===== config.mk =====
export PLATFORM = sky130hd
export DESIGN_NAME = port_arbiter
export DESIGN_NICKNAME = d
export VERILOG_FILES = /design/src/rtl/router_pkg.sv /design/src/rtl/rr_arbiter.sv /design/src/rtl/port_arbiter.sv
export SDC_FILE = /design/constraint.sdc
export NUM_CORES = 1
export LEC_CHECK = 0
export CAP_MARGIN = 20
export CORE_AREA = 2 2 129 131
export DETAILED_ROUTE_END_ITERATION = 8
export DIE_AREA = 0 0 131 133
export GPL_TIMING_DRIVEN = 0
export PLACE_DENSITY = 0.74
export SYNTH_ARGS = -nofsm -noshare
export SYNTH_HDL_FRONTEND = slang
export SYNTH_SLANG_ARGS = --single-unit

===== constraint.sdc =====
create_clock -name clk -period 7.1 [get_ports clk]
set_input_delay 1.42 -clock clk [delete_from_list [all_inputs] [get_ports clk]]
set_output_delay 1.42 -clock clk [all_outputs]
set_load 0.02 [all_outputs]

===== src/rtl/router_pkg.sv =====
// Shared router types: arbiter FSM states and flit control-bit positions.
package router_pkg;

  typedef enum logic [0:0] {
    IDLE   = 1'b0,
    LOCKED = 1'b1
  } state_e;

  function automatic int unsigned head_bit(input int unsigned flit_w);
    return flit_w - 1;
  endfunction

  function automatic int unsigned tail_bit(input int unsigned flit_w);
    return flit_w - 2;
  endfunction

endpackage


===== src/rtl/rr_arbiter.sv =====
// Combinational round-robin pick: first set request at or after ptr, wrapping.
module rr_arbiter #(
  parameter int unsigned N    = 4,
  parameter int unsigned IDXW = (N > 1) ? $clog2(N) : 1
) (
  input  logic [N-1:0]    req,
  input  logic [IDXW-1:0] ptr,
  output logic [N-1:0]    gnt_c,
  output logic [IDXW-1:0] idx_c,
  output logic            valid_c
);

  int unsigned k;

  always_comb begin
    gnt_c   = '0;
    idx_c   = '0;
    valid_c = 1'b0;
    k       = 0;
    for (int unsigned i = 0; i < N; i++) begin
      k = (32'(ptr) + i) % N;
      if (!valid_c && req[k]) begin
        valid_c  = 1'b1;
        gnt_c[k] = 1'b1;
        idx_c    = IDXW'(k);
      end
    end
  end

endmodule


===== src/rtl/port_arbiter.sv =====
// Wormhole output-port arbiter: round-robin packet grant, credit flow control,
// one registered flit per cycle to the downstream buffer.
module port_arbiter
  import router_pkg::*;
#(
  parameter int unsigned NUM_IN  = 4,
  parameter int unsigned FLIT_W  = 64,
  parameter int unsigned CREDITS = 7
) (
  input  logic                           clk,
  input  logic                           rst,
  input  logic [NUM_IN*FLIT_W-1:0]       in_flit,
  input  logic [NUM_IN-1:0]              in_empty,
  output logic [NUM_IN-1:0]              in_consume,
  output logic [FLIT_W-1:0]              out_flit,
  output logic                           out_produce,
  input  logic                           credit_in,
  output logic [$clog2(CREDITS+1)-1:0]   credit_cnt
);

  localparam int unsigned IDXW = (NUM_IN > 1) ? $clog2(NUM_IN) : 1;
  localparam int unsigned CW   = $clog2(CREDITS + 1);
  localparam int unsigned HB   = head_bit(FLIT_W);
  localparam int unsigned TB   = tail_bit(FLIT_W);

  state_e            state_q, state_d;
  logic [IDXW-1:0]   owner_q, owner_d;
  logic [IDXW-1:0]   rr_q, rr_d;
  logic [CW-1:0]     credit_q, credit_d;
  logic [FLIT_W-1:0] out_flit_q, out_flit_d;
  logic              produce_q, produce_d;

  logic [FLIT_W-1:0] flits [NUM_IN];
  logic [NUM_IN-1:0] head_req;
  logic [NUM_IN-1:0] arb_gnt;
  logic [IDXW-1:0]   arb_idx;
  logic              arb_valid;
  logic [IDXW-1:0]   sel;
  logic              sel_valid;
  logic              send;
  logic [FLIT_W-1:0] sel_flit;

  // Only non-empty inputs presenting a head flit may win a new packet.
  always_comb begin
    for (int unsigned i = 0; i < NUM_IN; i++) begin
      flits[i]    = in_flit[i*FLIT_W +: FLIT_W];
      head_req[i] = ~in_empty[i] & flits[i][HB];
    end
  end

  rr_arbiter #(.N(NUM_IN), .IDXW(IDXW)) u_rr (
    .req     (head_req),
    .ptr     (rr_q),
    .gnt_c   (arb_gnt),
    .idx_c   (arb_idx),
    .valid_c (arb_valid)
  );

  always_comb begin
    if (state_q == LOCKED) begin
      sel       = owner_q;
      sel_valid = ~in_empty[owner_q];
    end else begin
      sel       = arb_idx;
      sel_valid = arb_valid;
    end
    sel_flit = flits[sel];
    send     = rst & sel_valid & (credit_q != '0);
    in_consume = '0;
    if (send) in_consume[sel] = 1'b1;
  end

  // Next-state: FSM, pointer, credits, output register.
  always_comb begin
    state_d    = state_q;
    owner_d    = owner_q;
    rr_d       = rr_q;
    credit_d   = credit_q;
    out_flit_d = out_flit_q;
    produce_d  = send;

    if (send) begin
      out_flit_d = sel_flit;
      if (state_q == IDLE) begin
        rr_d = (32'(sel) == NUM_IN - 1) ? '0 : sel + IDXW'(1);
        if (!sel_flit[TB]) begin
          state_d = LOCKED;
          owner_d = sel;
        end
      end else if (sel_flit[TB]) begin
        state_d = IDLE;
      end
    end

    case ({send, credit_in})
      2'b10:   credit_d = credit_q - CW'(1);
      2'b01:   if (credit_q != CW'(CREDITS)) credit_d = credit_q + CW'(1);
      default: credit_d = credit_q;
    endcase
  end

  always_ff @(posedge clk or negedge rst) begin
    if (!rst) begin
      state_q    <= IDLE;
      owner_q    <= '0;
      rr_q       <= '0;
      credit_q   <= CW'(CREDITS);
      out_flit_q <= '0;
      produce_q  <= 1'b0;
    end else begin
      state_q    <= state_d;
      owner_q    <= owner_d;
      rr_q       <= rr_d;
      credit_q   <= credit_d;
      out_flit_q <= out_flit_d;
      produce_q  <= produce_d;
    end
  end

  assign out_flit    = out_flit_q;
  assign out_produce = produce_q;
  assign credit_cnt  = credit_q;

endmodule


==> summary.md <==
| Metric | Value |
|---|---|
| Max_cap viols | 0 |
| Crit path max-delay family | buffers and inverters |
| HPWL after DPL | 15700 um |
| Final wirelength | 19900 um |
| Status | finished, final reports clean |
| Flop-to-flop setup slack | 4460 ps |
| Vias in the first global route | 5356 |
| R2r worst-path depth | 9 |
| First-pass GRT wire length | 29700 um |
| Synth Register Bits | 73 |
| Initial Utilization | 29.3% |
| Post-CTS resize count | 0 |
| Top-count cell post-synth | dfrtp_1 |
| Top cells by count, synth | 70 x dfrtp_1, 66 x a21oi_1, 64 x mux2i_1, 64 x o22ai_1, 59 x mux2_2 |
| GRT Total Usage | 22.6% |
| Antenna Nets Post-Route | 0 |
| Worst VDD drop | 0.167 mV |
| Net count, final | 1060 |
| Reg-to-Reg Start | owner_q[0]$_DFFE_PN0P_ |
| Area leader, netlist | dfrtp_1 |
| Clock Sinks | 73 |
| Mapped Cells | 447 |
| CP arrival | 4480 ps |
| Total core area | 0.0162 sq mm |
| Die X | 131 um |
| Post-synth ARST share | 100% |
| Die Span Y | 133 um |
| WL/cell | 19.6 um |
| Layout Skew | 5.70 ps |
| Worst Hold Class | reg -> reg |
| Fin util | 54.0% |
| Hold buffer count at cts | 0 |
| Clk root buf | clkbuf_16 |
| H-Tree Depth | 3 |
| CP peak stage delay | 610 ps |
| Fin crit share | 83.1% |
| Crit-path slowest cell | clkdlybuf4s50_1 |
| Avg Synthesized Cell Area | 10.6 sq um |
| Via count | 5075 |
| Yosys warns | 0 |
| Worst-skew pair later-pin latency | 340 ps |
| Iteration-0 DRC Markers | 232 |
| Crit path required time | 5680 ps |
| Worst-Margin Slew | 573 ps |
| # Post-CTS Setup Buffers | 0 |
| Hold Path Cell Cnt | 1 |
| DR DRC count | 0 |
| Leakage | 3.42 nW |
| Avg Vias per Cell | 4.99 |
| Hold Startpoint | out_flit[62]$_DFFE_PN0P_ |
| Final setup fails | 0 |
| Area share of the largest cell type after synthesis | 37.0% |
| Startpoint Class | primary input |
| Largest net degree at the start of global routing | 60 |
| Die ar. | 0.0174 sq mm |
| Top post-synthesis cells by area | dfrtp_1 37%, mux2_2 14%, mux2i_1 14%, o22ai_1 8.4%, a21oi_1 7.0% |
| Max clock buf depth | 2 |
| Initial antenna violation count | 1 |
| Synth unique cells | 49 |
| Clk slew on worst S/H paths | 60 ps |
| Final Max Tran Viols | 0 |
| CTS Buf Count | 9 |
| Layout area overhead | 84.4% |
| Worst path buffer plus inverter count | 5 |
| Cell Rows | 47 |
| Main synth FF type | dfrtp_1 |
| Cells along the critical path | clkdlybuf4s50_1 > and2b_1 > a2111oi_4 > o31ai_4 > inv_4 > buf_6 > buf_6 > ha_1 > and2_1 > clkdlybuf4s50_1 |
| Synthesized net count | 715 |
| Number of flops mapped to enable cells by yosys | 0 |
| Power Density | 404 mW/mm^2 |
| RD Place Congestion | 0.820 |
| Hold Violations, Final | 0 |
| CTS tree | built |
| Relative slew slack | 61.8% |
| Sequential area share after synthesis | 38.6% |
| Mapped Area | 0.00474 sq mm |
| I/O pin cnt | 335 |
| Unrepaired setup endpoints after global routing | false |
| CP Class | in -> out |
| PortBufs | 333 |
| Minimum clock period | 5900 ps |
| GR Overflow Total | 0 |
| Worst hold path endpoint | out_flit[62]$_DFFE_PN0P_ |
| R2R Path End | out_flit[16]$_DFFE_PN0P_ |
| Tot Pwr | 3.53 mW |
| Max Fclk | 0.169 GHz |
| Critical Path Sink Type | primary output |
| Number of iterations in the first detailed-routing pass | 4 |
| Share of cells above drive strength 1 | 14.6% |
| Crit path max fanout | 11 |
per-layer routing:
layer / vias up / part of all wire [%] / track usage, %
li1: 2402 / - / -
met1: 2423 / 38 / 25.7
met2: 230 / 52 / 41.0
met3: 18 / 8.3 / 6.27
met4: 2 / 1.3 / 5.61
met5: - / 0.095 / 0
flip-flops by register name (all words and copies together), names as in the netlist:
name	flops
out_flit	64
owner_q	2
credit_cnt	3
state_q	1
out_produce	1
rr_q	2
stage by stage:
| step | setup WS [ps] | setup TNS (ps) | cells | area (sq um) | hold slack [ps] |
|---|---|---|---|---|---|
| floorplan | 2630 | 0 | 447 | 4740 | 500 |
| global placement | -1050 | -4140 | 1000 | 8350 | 508 |
| detailed placement | 1220 | 0 | 1001 | 8370 | 517 |
| CTS | 1210 | 0 | 1017 | 8740 | 524 |
| global route | 1100 | 0 | 1017 | 8740 | 550 |
| finish | 1200 | 0 | 1018 | 8740 | 531 |
cell type report:
cell class,instances,area [sq um]
flip-flops and latches,73,1830
plain buffers,37,233
clock inverters,4,97.6
diodes,1,2.50
fillers,1473,7430
multi-input cells,331,2650
repair buffers,334,3360
clock buffers,12,267
inverters,6,27.5
well taps,220,275
worst max path at each step:
stage	from	to	slack, ps	cells past startpoint
2_1_floorplan	in_empty[3]	in_consume[2]	2630	8
3_3_place_gp	rst	in_consume[2]	-1050	8
3_5_place_dp	in_empty[3]	in_consume[2]	1220	10
4_1_cts	in_empty[3]	in_consume[2]	1210	10
5_1_grt	in_empty[3]	in_consume[2]	1100	10
6_report	in_empty[3]	in_consume[2]	1200	10
power breakdown:
part	internal, mW	switching (mW)	leakage [nW]
clock network	0.372	0.183	0.175
registers	0.629	0.129	0.800
logic	1.09	1.12	2.44
cells in the final DEF, fill, tap and decap left out, types with 2 or more instances in the layout:
cell type        count
inv_4                2
o21ai_0              5
buf_2               12
clkbuf_16            9
mux2_1               6
a21oi_1             66
clkdlybuf4s50_1    332
and2_1               6
nor4_1               2
mux2_2              59
bufinv_16            3
nand3b_1             2
clkbuf_1             9
mux2i_1             64
buf_6                6
inv_1                4
dfrtp_1             70
dfstp_2              3
o22ai_1             64
nor2_1               5
nor2b_1              4
ha_1                 4
buf_4               10
nand2b_1             2
a221oi_1             2
clkbuf_8             3
nand2_1             11
a211o_1              2
o31ai_1              3
nor3_1               2
logic make-up (layout without fill, tap and decap cells):
| group | count (synthesis) | in the layout | synth area share (%) |
|---|---|---|---|
| flip-flops | 73 | 73 | 38.6 |
| other | 0 | 1 | 0 |
| AND/OR/NAND/NOR | 44 | 44 | 5.20 |
| adder cells (fa/ha/maj) | 5 | 5 | 1.48 |
| buffers and inverters | 43 | 393 | 5.49 |
| AO/OA/AOI/OAI | 151 | 151 | 19.6 |
| XOR/XNOR | 1 | 1 | 0.185 |
| multiplexers | 130 | 130 | 29.4 |
No activity file was read; power rests on OpenSTA's default activity.
==> edit 1 (same settings) <==
Put one more register stage on the output `credit_cnt`, cleared by the reset. The value now appears one clock later. The other outputs are not delayed to match.
--- a/src/rtl/port_arbiter.sv
+++ b/src/rtl/port_arbiter.sv
@@ -119,7 +119,13 @@
 
   assign out_flit    = out_flit_q;
   assign out_produce = produce_q;
-  assign credit_cnt  = credit_q;
+  always_ff @(posedge clk or negedge rst) begin
+    if (!rst) begin
+      credit_cnt <= '0;
+    end else begin
+      credit_cnt <= credit_q;
+    end
+  end
 
 endmodule
 
Function: changed (a bounded check fails within 4 cycles, from zero or initial values and one cycle with rst low).
==> edit 1 against the original RTL <==
Sequential cell count rose by 3. Power is 0.30% lower. Final area up 0.42%. Synthesized area up 1.6%. Wire length down 2.2%. Sequential power up 4.6%. Setup slack worse by 0.049 ns. Via count increased by 0.79%.
==> edit 1: results (changes against the original RTL) <==
* Inst Count DP at 1004 (+0.30%)
* GR Util met1 at 26.1% (+0.37 points)
* Avg WL per Cell at 19.1 um (-2.4%)
* Xor/xnor share of the synthesized area at 0.182% (-0.0028 points)
* Status: finished, final reports clean
* Synth unique cells at 48 (-2.0%)
* DR top layer: met4
* Leak at 3.44 nW (+0.64%)
* Largest net degree at the start of global routing at 44 (-27%)
* Hold path start: credit_q[2]
* GR Util met3 at 5.42% (-0.85 points)
* Seq/Total Area, Yosys at 39.6% (+0.97 points)
* First-pass GRT wire length at 28800 um (-3.0%)
* Reg2Reg Setup Slack at 4.52 ns (+0.06 ns)
* Reg2reg start: rr_q[1]
* Nets@finish at 1063 (+0.28%)
* Fill count at 1476 (+0.20%)
* Met2 Usage GRT at 38.2% (-2.8 points)
* Mux contribution to synthesized area at 29.0% (-0.45 points)
* Syn_nets at 718 (+0.42%)
* M1 WL at 7800 um (+3.2%)
* Vias in the first global route at 5329 (-0.50%)
* Synth top cells by count: dfrtp_1 (73), a21oi_1 (66), mux2i_1 (64), o22ai_1 (64), mux2_2 (61)
* Ranking of synthesized cells by area: dfrtp_1 (38%), mux2_2 (14%), mux2i_1 (13%), o22ai_1 (8.3%), a21oi_1 (6.9%)
* Antenna violations before repair at 0 (-1)
* # diodes at 0 (-1)
* Total GRT Usage at 21.8% (-0.73 points)
* Compound-Gate Fraction of Synth Area at 19.3% (-0.30 points)
* Mapped Cells at 450 (+0.67%)
* DR WL met2 at 9640 um (-7.8%)
==> edit 1: cell types whose count changed in the layout (fill, tap and decap cells not counted), sizes merged <==
cell | unedited run | this run
dfrtp | 70 | 73
clkinv | 0 | 2
buf | 30 | 31
bufinv | 3 | 2
clkinvlp | 1 | 0
diode | 1 | 0
inv | 6 | 5
==> edit 1: cells by family after synthesis <==
logic type	after synthesis
buf+inv	43
compound gates	151
flops	76
fa+ha+maj	5
xor+xnor	1
simple gates	44
mux	130
==> edit 1: where the power goes <==
| part | leakage, nW | switching, mW | internal, mW |
|---|---|---|---|
| combinational | 2.44 | 1.12 | 1.09 |
| clock | 0.160 | 0.180 | 0.328 |
| sequential | 0.835 | 0.137 | 0.655 |
| total | 3.44 | 1.44 | 2.08 |
==> edit 1: layout make-up <==
| type | instances | share of cell area (%) |
|---|---|---|
| plain buffers | 37 | 2.67 |
| well taps | 220 | 3.14 |
| flip-flops and latches | 76 | 21.7 |
| repair buffers | 334 | 38.3 |
| inverters | 6 | 0.314 |
| clock inverters | 3 | 0.784 |
| clock buffers | 13 | 2.97 |
| multi-input cells | 331 | 30.1 |
==> edit 1: through the flow <==
step	area [um^2]	hold WS [ns]	TNS (ns)
detailed placement	8450	0.433	0
global route	8770	0.453	0
floorplan	4810	0.416	0
finish	8770	0.441	0
global placement	8420	0.434	-4.06
CTS	8770	0.441	0
==> edit 1: worst paths after layout <==
kind,cells after the start,end
setup / recovery,10,in_consume[2]
hold / removal,0,credit_cnt[2]
setup reg to reg,8,out_flit[53]
hold reg to reg,0,credit_cnt[2]
max in group asynchronous,2,credit_q[0]
min in group asynchronous,1,out_flit[51]
==> edit 2 (same settings) <==
Without the edit above. Set the parameter `NUM_IN` to 2 (it was 4).
--- a/src/rtl/port_arbiter.sv
+++ b/src/rtl/port_arbiter.sv
@@ -3,7 +3,7 @@
 module port_arbiter
   import router_pkg::*;
 #(
-  parameter int unsigned NUM_IN  = 4,
+  parameter int unsigned NUM_IN  = 2,
   parameter int unsigned FLIT_W  = 64,
   parameter int unsigned CREDITS = 7
 ) (
Ports: changed (resized in_consume, in_empty and in_flit); port bits go from 335 to 203. No check against the original RTL was run, so the function may have changed too.
==> edit 2 against the original RTL <==
Synthesized area shrank 28%. Final area shrank 32%. Maximum frequency up 12%. Power is 30% lower. Wire length fell by 46%. Setup slack improved by 0.64 ns. Sequential cell count fell by 2. Critical endpoint is now in_consume[0]. Highest routed layer is now met4.
==> edit 2: results (changes against the original RTL) <==
* Total GRT Usage at 12.5% (-10 points)
* Layout area overhead at 75.9%
* Slew @ Worst Pin at 0.492 ns (-0.0812 ns)
* Synth unique cells at 36 (-27%)
* Avg WL per Cell at 13.9 um (-29%)
* CLK BUF at 15 (+3)
* Syn_nets at 462 (-35%)
* Fin Clk Skew at 0.00740 ns (+0.00171 ns)
* Layout cells sized above 1 at 5.85% (-8.7 points)
* Mapped Cells at 328 (-27%)
* Area after DPL at 0.00572 mm^2 (-32%)
* Status: finished, final reports clean
* HPWL after DPL at 8150 um (-48%)
* Pwr Total at 2.48 mW (-30%)
* Final wirelength at 10700 um (-46%)
* Crit-path slowest cell: clkdlybuf4s50_1
* Net Switching at 0.980 mW (-32%)
* VDD IR max at 0.168 mV (+0.41%)
* Slowest stage delay, CP at 0.63 ns (+0.02 ns)
* Post-synthesis register bit count at 71 (-2.7%)
* Nets@finish at 676 (-36%)
* Synth top cells by count: nand2_1 (69), dfrtp_1 (68), mux2i_1 (65), o21ai_1 (41), o21ai_0 (24)
* Ranking of synthesized cells by area: dfrtp_1 (50%), mux2i_1 (19%), nand2_1 (7.6%), o21ai_1 (6.0%), o21ai_0 (3.5%)
* #MultiIn Comb at 233 (-30%)
* Leak at 2.65 nW (-23%)
* Seq area share at 29.8% (+8.9 points)
* Drt via density at 4.15 (-17%)
* CP Max Fanout at 55 (+44)
* CP arrival at 3.84 ns (-0.64 ns)
* P_clk at 0.393 mW (-29%)
* Repair and plain buffers at 225 (-39%)
* Vias in the first global route at 3260 (-39%)
* First-pass GRT wire length at 16600 um (-44%)
* NonClk Buf Share at 36.2% (-4.9 points)
* 1st-iter DRT viols at 88 (-62%)
* Inst Count DP at 751 (-25%)
* Fill count at 1642 (+11%)
* Number of non-clock inverters at 2 (-4)
* Multi-input gate area at 0.00149 mm^2 (-44%)
* Placement Setup Slack at 1.76 ns (+0.538 ns)
* Seq/Total Area, Yosys at 52.4% (+14 points)
* P_comb at 1.36 mW (-38%)
* ClkCell Share at 4.23% (+0.064 points)
* Port bufs at 202 (-39%)
* Largest net degree at the start of global routing at 56 (-6.7%)
* RD Place Congestion at 0.721 (-12%)
==> edit 2: path summary, 6_finish.rpt <==
kind                                from            end  slack, ns  cells past startpoint
min reg2reg                 out_flit[18]   out_flit[18]       0.48                      2
min                         out_flit[18]   out_flit[18]       0.48                      2
max reg2reg                credit_cnt[0]  credit_cnt[2]       4.25                      8
max                                  rst  in_consume[0]       1.84                      8
max in group asynchronous            rst  credit_cnt[1]       5.54                      2
min in group asynchronous            rst   out_flit[48]       0.96                      1
==> edit 2: per-layer routing <==
layer,routed length [um],GRT usage [%],up-vias
met3,897,4.16,13
met4,216,5.79,0
li1,-,-,1575
met5,0,0,-
met2,5250,20.9,126
met1,4310,14.4,1476
==> edit 2: cell families after synthesis <==
logic type | synth area share [%]
compound gates | 12.5
xor+xnor | 0.258
fa+ha+maj | 0.589
buf+inv | 3.61
flops | 52.4
mux | 19.5
simple gates | 11.1
==> edit 2: tightest hold or removal path, stage by stage, from the launching register on <==
cell,delay (ns)
dfrtp_1,0.33
nand2_1,0.05
o21ai_0,0.06
